==> src/rtl/chunked_negator_if.sv <==
// Handshake bundle for chunked_negator: operand side (in_*) and result side (out_*).
// The unit is the slave; the producer/consumer environment is the master.
interface chunked_negator_if #(
    parameter int N = 16
);
    logic         in_valid;
    logic         in_ready;
    logic [N-1:0] in_data;
    logic [1:0]   in_mode;
    logic         out_valid;
    logic         out_ready;
    logic [N-1:0] out_data;
    logic         out_cout;
    logic         out_ovf;

    modport master (
        output in_valid, in_data, in_mode, out_ready,
        input  in_ready, out_valid, out_data, out_cout, out_ovf
    );

    modport slave (
        input  in_valid, in_data, in_mode, out_ready,
        output in_ready, out_valid, out_data, out_cout, out_ovf
    );
endinterface

==> src/rtl/chunked_negator.sv <==
// Multi-cycle two's-complement unit: pass / negate / abs / sign-magnitude, W bits per clock.
// Define CHUNKED_NEGATOR_SAT_EN to saturate the most-negative overflow case to 0111...1.
module chunked_negator #(
    parameter int N = 16,
    parameter int W = 4
) (
    input  logic            clk,
    input  logic            rst,
    chunked_negator_if.slave bus
);

    localparam int CHUNKS = N / W;
    localparam int KW     = (CHUNKS > 1) ? $clog2(CHUNKS) : 1;
    localparam logic [KW-1:0] K_LAST = KW'(CHUNKS - 1);
    localparam logic [N-1:0]  MOST_NEG = {1'b1, {(N-1){1'b0}}};
    localparam logic [N-1:0]  SAT_POS  = {1'b0, {(N-1){1'b1}}};

`ifdef CHUNKED_NEGATOR_SAT_EN
    localparam bit SAT_EN = 1'b1;
`else
    localparam bit SAT_EN = 1'b0;
`endif

    typedef enum logic [1:0] {
        IDLE = 2'd0,
        RUN  = 2'd1,
        DONE = 2'd2
    } state_t;

    // One chunk of (op ^ {W{inv}}) + cin; bit W is the carry out.
    function automatic logic [W:0] chunk_add(input logic [W-1:0] chunk,
                                             input logic         inv,
                                             input logic         cin);
        return {1'b0, chunk ^ {W{inv}}} + {{W{1'b0}}, cin};
    endfunction

    function automatic logic [N-1:0] saturate(input logic [N-1:0] v, input logic ovf);
        if (SAT_EN && ovf) return SAT_POS;
        return v;
    endfunction

    state_t                state_q, state_d;
    logic [KW-1:0]         k_q, k_d;
    logic                  carry_q, carry_d;
    logic                  ovf_pend_q, ovf_pend_d;
    logic signed [N-1:0]   res_q, res_d;
    logic                  cout_q, cout_d;
    logic                  ovf_q, ovf_d;
    logic signed [N-1:0]   op_q, op_d;
    logic                  neg_q, neg_d;

    logic                  accept;
    logic [W-1:0]          op_chunk;
    logic [W:0]            sum;

    assign bus.in_ready  = (state_q == IDLE) && !rst;
    assign bus.out_valid = (state_q == DONE);
    assign bus.out_data  = res_q;
    assign bus.out_cout  = cout_q;
    assign bus.out_ovf   = ovf_q;

    assign accept = bus.in_valid && bus.in_ready;

    always_comb begin
        state_d    = state_q;
        k_d        = k_q;
        carry_d    = carry_q;
        ovf_pend_d = ovf_pend_q;
        res_d      = res_q;
        cout_d     = cout_q;
        ovf_d      = ovf_q;
        op_d       = op_q;
        neg_d      = neg_q;
        op_chunk   = op_q[int'(k_q) * W +: W];
        sum        = chunk_add(op_chunk, neg_q, carry_q);

        case (state_q)
            IDLE: begin
                if (accept) begin
                    if (bus.in_mode == 2'b11) begin
                        op_d = {1'b0, bus.in_data[N-2:0]};
                    end else begin
                        op_d = bus.in_data;
                    end
                    case (bus.in_mode)
                        2'b00:   neg_d = 1'b0;
                        2'b01:   neg_d = 1'b1;
                        default: neg_d = bus.in_data[N-1];
                    endcase
                    // Only negate/abs of the most-negative value is unrepresentable;
                    // sign-magnitude drops the sign bit first and cannot overflow.
                    ovf_pend_d = ((bus.in_mode == 2'b01) || (bus.in_mode == 2'b10)) &&
                                 (bus.in_data == MOST_NEG);
                    carry_d = neg_d;
                    k_d     = '0;
                    res_d   = '0;
                    cout_d  = 1'b0;
                    ovf_d   = 1'b0;
                    state_d = RUN;
                end
            end

            RUN: begin
                res_d[int'(k_q) * W +: W] = sum[W-1:0];
                carry_d = sum[W];
                if (k_q == K_LAST) begin
                    // Final chunk: flags latch and saturation folds in on the same edge.
                    res_d   = saturate(res_d, ovf_pend_q);
                    cout_d  = (SAT_EN && ovf_pend_q) ? 1'b0 : sum[W];
                    ovf_d   = ovf_pend_q;
                    state_d = DONE;
                end else begin
                    k_d = k_q + KW'(1);
                end
            end

            DONE: begin
                if (bus.out_ready) begin
                    state_d = IDLE;
                end
            end

            default: begin
                state_d = IDLE;
            end
        endcase
    end

    always_ff @(posedge clk) begin
        if (rst) begin
            state_q    <= IDLE;
            k_q        <= '0;
            carry_q    <= 1'b0;
            ovf_pend_q <= 1'b0;
            res_q      <= '0;
            cout_q     <= 1'b0;
            ovf_q      <= 1'b0;
        end else begin
            state_q    <= state_d;
            k_q        <= k_d;
            carry_q    <= carry_d;
            ovf_pend_q <= ovf_pend_d;
            res_q      <= res_d;
            cout_q     <= cout_d;
            ovf_q      <= ovf_d;
        end
    end

    // Operand and negate flag are only consumed in RUN, which always follows an accept.
    always_ff @(posedge clk) begin
        op_q  <= op_d;
        neg_q <= neg_d;
    end

endmodule

==> src/flat_wrapper.sv <==
// flat-port wrapper written by rule: the top's interface ports become plain ports
module chunked_negator_flat 
#(
    parameter int N = 16,
    parameter int W = 4
)
  (clk, rst, bus_in_valid, bus_in_data, bus_in_mode, bus_out_ready, bus_in_ready, bus_out_valid, bus_out_data, bus_out_cout, bus_out_ovf);
  chunked_negator_if #(.N(N)) bus_i ();
  input  logic clk;
  input  logic rst;
  input wire logic [$bits(bus_i.in_valid)-1:0] bus_in_valid;
  input wire logic [$bits(bus_i.in_data)-1:0] bus_in_data;
  input wire logic [$bits(bus_i.in_mode)-1:0] bus_in_mode;
  input wire logic [$bits(bus_i.out_ready)-1:0] bus_out_ready;
  output wire logic [$bits(bus_i.in_ready)-1:0] bus_in_ready;
  output wire logic [$bits(bus_i.out_valid)-1:0] bus_out_valid;
  output wire logic [$bits(bus_i.out_data)-1:0] bus_out_data;
  output wire logic [$bits(bus_i.out_cout)-1:0] bus_out_cout;
  output wire logic [$bits(bus_i.out_ovf)-1:0] bus_out_ovf;
  assign bus_i.in_valid = bus_in_valid;
  assign bus_i.in_data = bus_in_data;
  assign bus_i.in_mode = bus_in_mode;
  assign bus_i.out_ready = bus_out_ready;
  assign bus_in_ready = bus_i.in_ready;
  assign bus_out_valid = bus_i.out_valid;
  assign bus_out_data = bus_i.out_data;
  assign bus_out_cout = bus_i.out_cout;
  assign bus_out_ovf = bus_i.out_ovf;
  chunked_negator #(.N(N), .W(W)) u_core (.clk(clk), .rst(rst), .bus(bus_i));
endmodule
==> config.mk <==
export PLATFORM = sky130hd
export DESIGN_NAME = chunked_negator_flat
export DESIGN_NICKNAME = d
export VERILOG_FILES = /design/src/rtl/chunked_negator_if.sv /design/src/rtl/chunked_negator.sv /design/src/flat_wrapper.sv
export SDC_FILE = /design/constraint.sdc
export NUM_CORES = 1
export LEC_CHECK = 0
export BUFFER_PORTS_ARGS = -buffer_cell sky130_fd_sc_hd__buf_2
export CORE_UTILIZATION = 35
export CTS_CLUSTER_SIZE = 14
export DETAILED_ROUTE_END_ITERATION = 7
export RECOVER_POWER = 25
export SYNTH_ARGS = -nofsm -noshare
export SYNTH_HDL_FRONTEND = slang
export SYNTH_SLANG_ARGS = --single-unit
==> constraint.sdc <==
create_clock -name clk -period 4.8 [get_ports clk]
set_clock_uncertainty 0.1 [all_clocks]
set_input_delay 0.48 -clock clk [delete_from_list [all_inputs] [get_ports clk]]
set_output_delay 0.48 -clock clk [all_outputs]
set_load 0.01 [all_outputs]
==> load_flow_metrics.sql, run 1 <==
INSERT INTO impl_metrics (metric_group, metric, value, unit) VALUES
('route', 'detailedRoute.firstPassIterationCount', '4', ''),
('critical_path', 'worst_endpoint_data_arrival_time', '2840', 'ps'),
('route', 'drt_drc_violations_left', '0', ''),
('grt', 'globalRouteTotalUtil', '14.0', '%'),
('layout', 'num-fill-cells', '529', ''),
('grt', 'gr-usage-met1', '19.3', '%'),
('route', 'vias_per_cell', '4.87', ''),
('power_and_ir_drop', 'design_power_total', '0.737', 'mW'),
('timing', 'post-route-min-period', '2710', 'ps'),
('synth', 'synth_warnings', '0', ''),
('layout', 'num-nets-final', '234', ''),
('clocking', 'post_cts.repair.setup_buffers', '0', ''),
('clocking', 'ctsRootBufferMaster', 'sky130_fd_sc_hd__clkbuf_8', ''),
('layout', 'area_delta_synth_final', '19.0', '%'),
('die', 'die_width', '75.4', 'µm'),
('clocking', 'clk-insertion-delay-late', '290', 'ps'),
('synth', 'primary_flip_flop_cell_chosen_by_synthesis_mapping', 'sky130_fd_sc_hd__dfxtp_1', ''),
('clocking', 'cts_hold_buffers', '0', ''),
('die', 'fp.dieArea', '5680', 'µm²'),
('synth', 'post_synth_inst_count', '163', ''),
('timing', 'fin_hold_viols', '0', ''),
('grt', 'grtUsageMet3', '3.97', '%'),
('clocking', 'cts_made_buffers', '5', ''),
('place', 'gp_congestion', '0.763', ''),
('place', 'number_of_placed_instances_taps_included', '268', ''),
('synth', 'ys_types', '38', ''),
('synth', 'postSynthAreaPerCell', '11.6', 'µm²'),
('die', 'floorplan.io_pins', '42', ''),
('clocking', 'cts-root-to-sink-buffers', '2', ''),
('place', 'detailedPlace.worstSlack', '2090', 'ps'),
('layout', 'drive_above_1_share', '25.2', '%'),
('grt', 'met2_routing_resource_usage_after_global_routing', '21.0', '%'),
('critical_path', 'worstPathMaxFanout', '11', ''),
('clocking', 'tritoncts', 'yes', ''),
('critical_path', 'worstSetupPathType', 'reg2reg', ''),
('synth', 'post_synthesis_cell_area', '1880', 'µm²'),
('clocking', 'post_cts.resized_instances', '0', ''),
('clocking', 'clock_tree.htree_level_count', '2', ''),
('route', 'detail_route.wl_per_cell', '13.5', 'µm'),
('place', 'port_buffers', '41', ''),
('route', 'num_vias', '1344', ''),
('synth', 'seq_area_frac_synth', '52.6', '%'),
('layout', 'multi_input_area', '820', 'µm²'),
('critical_path', 'cp-end-kind', 'flip-flop', ''),
('timing', 'layout_worst_path_cycle_share', '56.5', '%'),
('outcome', 'result_of_the_run', 'complete, no violations', ''),
('grt', 'grt_pass1_wl', '5.69', 'mm'),
('critical_path', 'critical_path_required', '4930', 'ps'),
('synth', 'synth.top_cells.by_area', 'sky130_fd_sc_hd__edfxtp_1 (27%), sky130_fd_sc_hd__dfxtp_1 (25%), sky130_fd_sc_hd__a22oi_1 (5.6%)', ''),
('synth', 'synth_seq_cells', '41', ''),
('timing', 'setup-tns-final', '0', 'ps'),
('synth', 'synth-edff-count', '17', ''),
('timing', 'timing.final.ws_setup', '2090', 'ps'),
('grt', 'grt_pass1_vias', '1171', ''),
('place', 'post_detail_place_hpwl', '2.73', 'mm'),
('power_and_ir_drop', 'cellPowerDensity', '329', 'nW/µm²'),
('clocking', 'cts.reportedPaths.clkPinSlew', '80', 'ps'),
('timing', 'setup_viol_count_final', '0', ''),
('timing', 'rsz0062_at_grt', 'false', ''),
('timing', 'final_max_slew_viol_count', '0', ''),
('power_and_ir_drop', 'cellLeakagePower', '0.859', 'nW'),
('clocking', 'cts_num_sinks', '41', ''),
('layout', 'antenna_cells', '0', ''),
('hold_path', 'hold_path.class', 'in2reg', ''),
('timing', 'tightest_pin_transition', '757', 'ps'),
('layout', 'layoutNonFillerInstCount', '276', ''),
('die', 'die_height', '75.4', 'µm'),
('synth', 'async_reset_ff_share', '0', '%'),
('timing', 'max_clock_freq', '369', 'MHz'),
('layout', 'seq_area', '991', 'µm²'),
('synth', 'fraction_of_post_synthesis_cell_area_in_the_top_cell_type_by_area', '27.1', '%');
==> worst max-delay path, cell delays in order, from the launching register on <==
cell and delay [ps]:
sky130_fd_sc_hd__dfxtp_1 630, sky130_fd_sc_hd__mux4_1 630, sky130_fd_sc_hd__xor2_1 160, sky130_fd_sc_hd__ha_1 220
sky130_fd_sc_hd__ha_1 210, sky130_fd_sc_hd__xnor2_1 140, sky130_fd_sc_hd__xnor2_1 330, sky130_fd_sc_hd__a22oi_1 150
sky130_fd_sc_hd__nor2_1 100
==> where the power goes <==
part	internal [mW]	total (mW)	leakage, nW	switching, mW
sequential	0.374	0.382	0.352	0.00818
combinational	0.0326	0.0764	0.452	0.0438
clock	0.156	0.278	0.0543	0.123
==> cell type report <==
cell class	instances	share of cell area, %
flip-flops and latches	41	44.2
multi-input cells	107	36.6
repair buffers	42	8.87
well taps	70	3.91
clock buffers	5	3.07
clock inverters	3	2.06
inverters	8	1.34
==> kinds of logic (layout without fill, tap and decap cells) <==
kind of cell / count (synthesis) / in the layout / share of synthesized area, %
XOR/XNOR: 4 / 4 / 1.86
buffers and inverters: 15 / 58 / 3.92
AND/OR/NAND/NOR: 58 / 58 / 17.7
multiplexers: 6 / 6 / 6.11
AO/OA/AOI/OAI: 32 / 32 / 13.2
flip-flops: 41 / 41 / 52.6
adder cells (fa/ha/maj): 7 / 7 / 4.65
==> layer usage <==
| metal | wire length, µm | vias up |
|---|---|---|
| met5 | 0 | - |
| li1 | - | 676 |
| met2 | 1640 | 40 |
| met1 | 1850 | 624 |
| met4 | 42 | 0 |
| met3 | 191 | 4 |
==> registers in the layout, summed over array words and instances (netlist names) <==
signal and cells:
u_core.state_q 2, u_core.neg_q 1, u_core.bus.out_data 16, u_core.op_q 16, u_core.bus.out_cout 1, u_core.carry_q 1
u_core.k_q 2, u_core.ovf_pend_q 1, u_core.bus.out_ovf 1
==> stage by stage <==
stage | hold WS [ps] | cell area (µm²)
final | 272 | 2240
after floorplan | 350 | 1880
after global routing | 261 | 2240
after CTS | 265 | 2260
after global placement | 369 | 2140
after detailed placement | 369 | 2140
==> layout by cell type, fill, tap and decap left out, drive strengths merged, types with 3 or more instances in the layout <==
cell,synthesis,final
inv,8,8
a21o,4,4
ha,7,7
nor4b,4,4
nor2b,5,5
nand3b,5,5
edfxtp,17,17
a21oi,4,4
buf,1,31
mux4,4,4
nor2,22,22
a22oi,14,14
nand2,7,7
nor4,3,3
clkbuf,6,16
dfxtp,24,24
nor3,3,3
o21ai,6,6
==> cell usage after synthesis, types with 2 or more instances <==
cell type and n:
sky130_fd_sc_hd__nor2b_1 4, sky130_fd_sc_hd__ha_1 7, sky130_fd_sc_hd__nor4b_1 3, sky130_fd_sc_hd__nor2_1 22, sky130_fd_sc_hd__nor3_1 3, sky130_fd_sc_hd__o21ai_2 5
sky130_fd_sc_hd__mux4_2 3, sky130_fd_sc_hd__a21o_1 4, sky130_fd_sc_hd__inv_1 8, sky130_fd_sc_hd__nand2b_1 2, sky130_fd_sc_hd__nor3b_1 2, sky130_fd_sc_hd__xor2_1 2
sky130_fd_sc_hd__dfxtp_1 24, sky130_fd_sc_hd__edfxtp_1 17, sky130_fd_sc_hd__a22oi_1 14, sky130_fd_sc_hd__nand2_1 7, sky130_fd_sc_hd__nor4_1 3, sky130_fd_sc_hd__nand3b_1 5
sky130_fd_sc_hd__clkbuf_1 5, sky130_fd_sc_hd__a21oi_1 4, sky130_fd_sc_hd__xnor2_1 2
==> final timing paths <==
| check | from | endpoint | cells past startpoint |
|---|---|---|---|
| max | u_core.k_q[0] | u_core.bus.out_data[14] | 8 |
| min | bus_in_data[4] | u_core.op_q[4] | 1 |
| max reg2reg | u_core.k_q[0] | u_core.bus.out_data[14] | 8 |
| min reg2reg | u_core.ovf_pend_q | u_core.ovf_pend_q | 2 |
Power figures use the tool's default switching activity.
==> run 2, diff against run 1 <==
clock period = 2.5 ns   (was 4.8 ns; I/O delays follow)
==> load_flow_metrics.sql, run 2 (synthesis results as in run 1) <==
INSERT INTO impl_metrics (metric_group, metric, value, unit) VALUES
('place', 'post_detail_place_hpwl', '2.83', 'mm'),
('place', 'detailedPlace.worstSlack', '110', 'ps'),
('die', 'rows', '26', ''),
('die', 'initial_utilization', '36.7', '%'),
('power_and_ir_drop', 'ir_drop', '301', 'µV'),
('power_and_ir_drop', 'cellLeakagePower', '0.893', 'nW'),
('timing', 'rsz0062_at_grt', 'false', ''),
('timing', 'timing.slew.headroom', '75.0', '%'),
('grt', 'globalRouteTotalUtil', '13.9', '%'),
('power_and_ir_drop', 'cellPowerDensity', '622', 'nW/µm²'),
('layout', 'layout_common_cells', 'sky130_fd_sc_hd__buf_2 (29), sky130_fd_sc_hd__dfxtp_1 (24), sky130_fd_sc_hd__nor2_1 (22)', ''),
('route', 'routed_wirelength', '3.75', 'mm'),
('critical_path', 'worst_endpoint_data_arrival_time', '2520', 'ps'),
('place', 'place_area', '2190', 'µm²'),
('clocking', 'ctsRootBufferMaster', 'sky130_fd_sc_hd__clkbuf_8', ''),
('die', 'floorplan.io_pins', '42', ''),
('grt', 'global_route.overflow_total', '0', ''),
('outcome', 'result_of_the_run', 'complete, no violations', ''),
('layout', 'finalInstanceArea', '2290', 'µm²'),
('timing', 'setup_viol_count_final', '0', ''),
('timing', 'final_max_slew_viol_count', '0', ''),
('route', 'num_vias', '1380', ''),
('route', 'drt_drc_violations_left', '0', ''),
('route', 'ant_nets', '0', ''),
('clocking', 'tritoncts', 'yes', ''),
('grt', 'grt_pass1_wl', '5.73', 'mm'),
('clocking', 'cts_num_sinks', '41', ''),
('run', 'drv_cap', '0', ''),
('timing', 'timing.final.ws_setup', '109', 'ps'),
('layout', 'antenna_cells', '0', ''),
('critical_path', 'cp-end-kind', 'flip-flop', ''),
('route', 'vias_per_cell', '4.88', ''),
('clocking', 'post_cts.repair.setup_buffers', '0', ''),
('grt', 'grt_max_degree', '25', ''),
('layout', 'num-nets-final', '241', ''),
('place', 'gp_congestion', '0.812', ''),
('clocking', 'clk-insertion-delay-late', '290', 'ps'),
('critical_path', 'worstSetupStartpointType', 'flip-flop', ''),
('clocking', 'cts-root-to-sink-buffers', '2', ''),
('route', 'drtIter0Drc', '71', ''),
('timing', 'setup-tns-final', '0', 'ps'),
('timing', 'tightest_pin_transition', '370', 'ps'),
('layout', 'drive_above_1_share', '27.2', '%'),
('grt', 'grt_antenna_before_repair', '0', ''),
('die', 'die_height', '75.4', 'µm'),
('die', 'fp.dieArea', '5680', 'µm²'),
('timing', 'fin_hold_viols', '0', ''),
('critical_path', 'critical_path_required', '2630', 'ps'),
('route', 'detailedRoute.firstPassIterationCount', '4', ''),
('clocking', 'cts_hold_buffers', '0', ''),
('layout', 'most_common_cell_after_layout_fill_and_taps_aside', 'sky130_fd_sc_hd__buf_2', ''),
('clocking', 'cts_made_buffers', '5', ''),
('clocking', 'clock_tree.htree_level_count', '2', ''),
('critical_path', 'worstSetupPathType', 'reg2reg', ''),
('place', 'port_buffers', '41', ''),
('timing', 'post-route-min-period', '2390', 'ps'),
('hold_path', 'hold_path.class', 'in2reg', ''),
('layout', 'area_delta_synth_final', '21.7', '%'),
('timing', 'layout_worst_path_cycle_share', '95.6', '%'),
('critical_path', 'worstPathMaxFanout', '4', ''),
('die', 'die_width', '75.4', 'µm'),
('clocking', 'cts.reportedPaths.clkPinSlew', '80', 'ps'),
('route', 'detail_route.wl_per_cell', '13.2', 'µm'),
('timing', 'max_clock_freq', '418', 'MHz'),
('grt', 'grt_pass1_vias', '1219', ''),
('die', 'core_area', '5140', 'µm²'),
('clocking', 'post_cts.resized_instances', '0', '');
## run 2: final timing paths
check                           cells past startpoint           startpoint                      to  slack [ps]
worst max-delay path                                8        u_core.k_q[0]  u_core.bus.out_data[3]         110
worst min-delay path                                1      bus_in_data[13]         u_core.op_q[13]          50
worst max register to register                      8        u_core.k_q[0]  u_core.bus.out_data[3]         110
worst min register to register                      2  u_core.bus.out_cout     u_core.bus.out_cout         390
## run 2: stage by stage
stage / cells / util, % / hold slack, ps / power, mW
finish: 283 / 44.6 / 50.8 / 1.43
global route: 283 / 44.6 / 35.6 / 1.48
global placement: 275 / 42.7 / 346 / 0.907
CTS: 283 / 44.9 / 43.5 / 1.44
floorplan: 163 / - / 249 / 0.848
detailed placement: 275 / 42.7 / 344 / 0.907
## run 2: worst max-delay path, stage by stage (launching register included)
cell,delay (ps)
sky130_fd_sc_hd__dfxtp_1,360
sky130_fd_sc_hd__mux4_1,570
sky130_fd_sc_hd__xor2_1,160
sky130_fd_sc_hd__ha_1,220
sky130_fd_sc_hd__inv_1,70
sky130_fd_sc_hd__o21ai_2,60
sky130_fd_sc_hd__nor2b_4,140
sky130_fd_sc_hd__o41a_4,510
sky130_fd_sc_hd__o21ai_2,140
## run 2: report_power, final
group	switching, mW	internal (mW)
clock	0.240	0.299
sequential	0.0112	0.718
combinational	0.0895	0.0693
## run 2: metal layers
layer	GRT usage [%]	routed length, µm	vias up
met3	4.50	196	2
met1	19.6	1920	651
met2	20.5	1610	36
met5	0	0	-
met4	3.70	22	0
li1	-	-	691
## run 2: area by class of cell
| type | count | area (µm²) |
|---|---|---|
| Fill cell | 521 | 2850 |
| Sequential cell | 41 | 991 |
| Multi-Input combinational cell | 107 | 820 |
| Timing Repair Buffer | 49 | 250 |
| Tap cell | 70 | 87.6 |
| Clock buffer | 5 | 68.8 |
| Clock inverter | 3 | 46.3 |
| Inverter | 8 | 30.0 |
==> run 3, diff against run 2 <==
CORE_ASPECT_RATIO = 0.7   (was not set)
CTS_CLUSTER_SIZE = 16   (was 14)
==> load_flow_metrics.sql, run 3 (synthesis results as in run 1) <==
INSERT INTO impl_metrics (metric_group, metric, value, unit) VALUES
('outcome', 'result_of_the_run', 'complete, no violations', ''),
('timing', 'timing.slew.headroom', '54.9', '%'),
('clocking', 'cts_made_buffers', '5', ''),
('grt', 'grt_pass1_wl', '6.78', 'mm'),
('die', 'die_width', '89.7', 'µm'),
('critical_path', 'crit_top_cell', 'sky130_fd_sc_hd__o21ai_2', ''),
('layout', 'num-nets-final', '238', ''),
('place', 'gp_congestion', '0.878', ''),
('route', 'drt_drc_violations_left', '0', ''),
('grt', 'gr-max-usage-layer', 'met1', ''),
('layout', 'drive_above_1_share', '26.7', '%'),
('clocking', 'tritoncts', 'yes', ''),
('place', 'post_detail_place_hpwl', '2.96', 'mm'),
('route', 'ant_nets', '0', ''),
('grt', 'grt_pass1_vias', '1355', ''),
('clocking', 'clk-insertion-delay-late', '290', 'ps'),
('grt', 'globalRouteTotalUtil', '15.6', '%'),
('run', 'drv_cap', '0', ''),
('place', 'port_buffers', '41', ''),
('route', 'detail_route.wl_per_cell', '14.5', 'µm'),
('critical_path', 'worst_endpoint_data_arrival_time', '2510', 'ps'),
('timing', 'max_clock_freq', '422', 'MHz'),
('die', 'floorplan.io_pins', '42', ''),
('timing', 'final_max_slew_viol_count', '0', ''),
('grt', 'grt_max_degree', '31', ''),
('critical_path', 'cp-end-kind', 'flip-flop', ''),
('critical_path', 'worstSetupStartpointType', 'flip-flop', ''),
('critical_path', 'crit_chain', 'mux4_1 -> xor2_1 -> ha_1 -> inv_1 -> o21ai_2 -> nor2b_4 -> o41a_4 -> o21ai_2', ''),
('layout', 'layoutNonFillerInstCount', '279', ''),
('die', 'die_height', '63.4', 'µm'),
('route', 'drtIter0Drc', '96', ''),
('die', 'rows', '21', ''),
('power_and_ir_drop', 'design_power_total', '1.41', 'mW'),
('critical_path', 'worstPathBufferInverterCount', '1', ''),
('timing', 'tightest_pin_transition', '667', 'ps'),
('power_and_ir_drop', 'cellLeakagePower', '0.884', 'nW'),
('timing', 'post-route-min-period', '2370', 'ps'),
('timing', 'layout_worst_path_cycle_share', '94.8', '%'),
('critical_path', 'worstSetupPathType', 'reg2reg', ''),
('clocking', 'ctsRootBufferMaster', 'sky130_fd_sc_hd__clkbuf_8', ''),
('grt', 'grtUsageMet3', '3.99', '%'),
('hold_path', 'hold_path.class', 'in2reg', ''),
('route', 'vias_per_cell', '5.06', ''),
('layout', 'most_common_cell_after_layout_fill_and_taps_aside', 'sky130_fd_sc_hd__buf_2', ''),
('layout', 'antenna_cells', '0', ''),
('route', 'num_vias', '1413', ''),
('critical_path', 'worst_path_dominant_cell_family', 'compound AO/OA/AOI/OAI gates', ''),
('timing', 'fin_hold_viols', '0', ''),
('place', 'number_of_placed_instances_taps_included', '271', ''),
('clocking', 'cts-root-to-sink-buffers', '2', ''),
('die', 'fp.dieArea', '5690', 'µm²'),
('grt', 'met2_routing_resource_usage_after_global_routing', '21.3', '%'),
('clocking', 'cts_num_sinks', '41', ''),
('route', 'detailedRoute.firstPassIterationCount', '4', ''),
('clocking', 'cts.reportedPaths.clkPinSlew', '80', 'ps'),
('clocking', 'cts_hold_buffers', '0', ''),
('clocking', 'clock_tree.htree_level_count', '2', ''),
('critical_path', 'critical_path_required', '2640', 'ps'),
('grt', 'global_route.overflow_total', '0', ''),
('power_and_ir_drop', 'cellPowerDensity', '618', 'nW/µm²'),
('die', 'initial_utilization', '37.9', '%'),
('die', 'core_area', '4970', 'µm²'),
('layout', 'area_delta_synth_final', '20.8', '%'),
('route', 'routed_wirelength', '4.05', 'mm'),
('grt', 'grt_antenna_before_repair', '0', ''),
('power_and_ir_drop', 'ir_drop', '223', 'µV'),
('grt', 'gr-usage-met1', '23.2', '%'),
('layout', 'layout_common_cells', 'sky130_fd_sc_hd__buf_2 (29), sky130_fd_sc_hd__dfxtp_1 (24), sky130_fd_sc_hd__nor2_1 (22)', ''),
('timing', 'setup_viol_count_final', '0', ''),
('critical_path', 'worstPathMaxFanout', '4', ''),
('critical_path', 'crit_path_max_incr_delay', '560', 'ps'),
('critical_path', 'critPathSlowestCell', 'sky130_fd_sc_hd__mux4_1', '');
run 3: cell types whose count changed in the layout (fill, tap and decap cells not counted), sizes merged:
cell / delta
bufinv: -1
clkbuf: +3
clkinv: -1
buf: -4
run 3: final timing paths:
kind | from | endpoint | slack (ps) | cells after the start
worst max register to register | u_core.k_q[0] | u_core.bus.out_data[3] | 130 | 8
worst min-delay path | bus_in_data[9] | u_core.op_q[9] | 50 | 1
worst max-delay path | u_core.k_q[0] | u_core.bus.out_data[3] | 130 | 8
worst min register to register | u_core.ovf_pend_q | u_core.ovf_pend_q | 390 | 2
run 3: what timing repair did:
action | CTS | global route
resized for setup | 0 | 1
setup endpoints to repair | 0 | 4
endpoints found under the hold margin | 0 | 0
buffers inserted | 0 | 0
run 3: area by class of cell:
class / instances / area [µm²]
fill: 480 / 2690
sequential: 41 / 991
multi-input combinational: 107 / 827
timing repair buffer: 46 / 228
clock buffer: 7 / 108
tap: 69 / 86.3
inverter: 8 / 30.0
clock inverter: 1 / 7.51
run 3: power breakdown:
group / switching, mW / internal (mW) / leakage [nW] / total, mW
Sequential: 0.0120 / 0.718 / 0.352 / 0.730
Clock: 0.232 / 0.284 / 0.0556 / 0.516
Combinational: 0.0937 / 0.0669 / 0.476 / 0.161
Total: 0.337 / 1.07 / 0.884 / 1.41
run 3: per-stage QoR:
stage / utilization [%] / hold slack, ps / area (µm²) / setup TNS, ps / setup slack, ps
final: 45.9 / 47.1 / 2280 / 0 / 129
after global routing: 45.9 / 41.0 / 2280 / -3.98 / -3.15
after CTS: 46.0 / 41.1 / 2280 / 0 / 38.8
after detailed placement: 43.7 / 344 / 2170 / 0 / 67.8
after global placement: 43.7 / 347 / 2170 / 0 / 125
after floorplan: - / 249 / 1880 / 0 / 75.4
run 3: routing by layer:
metal	part of all wire [%]	vias to the layer above
met3	4.0	6
met1	53	682
met2	42	34
li1	-	691
met4	0.94	0
met5	0	-
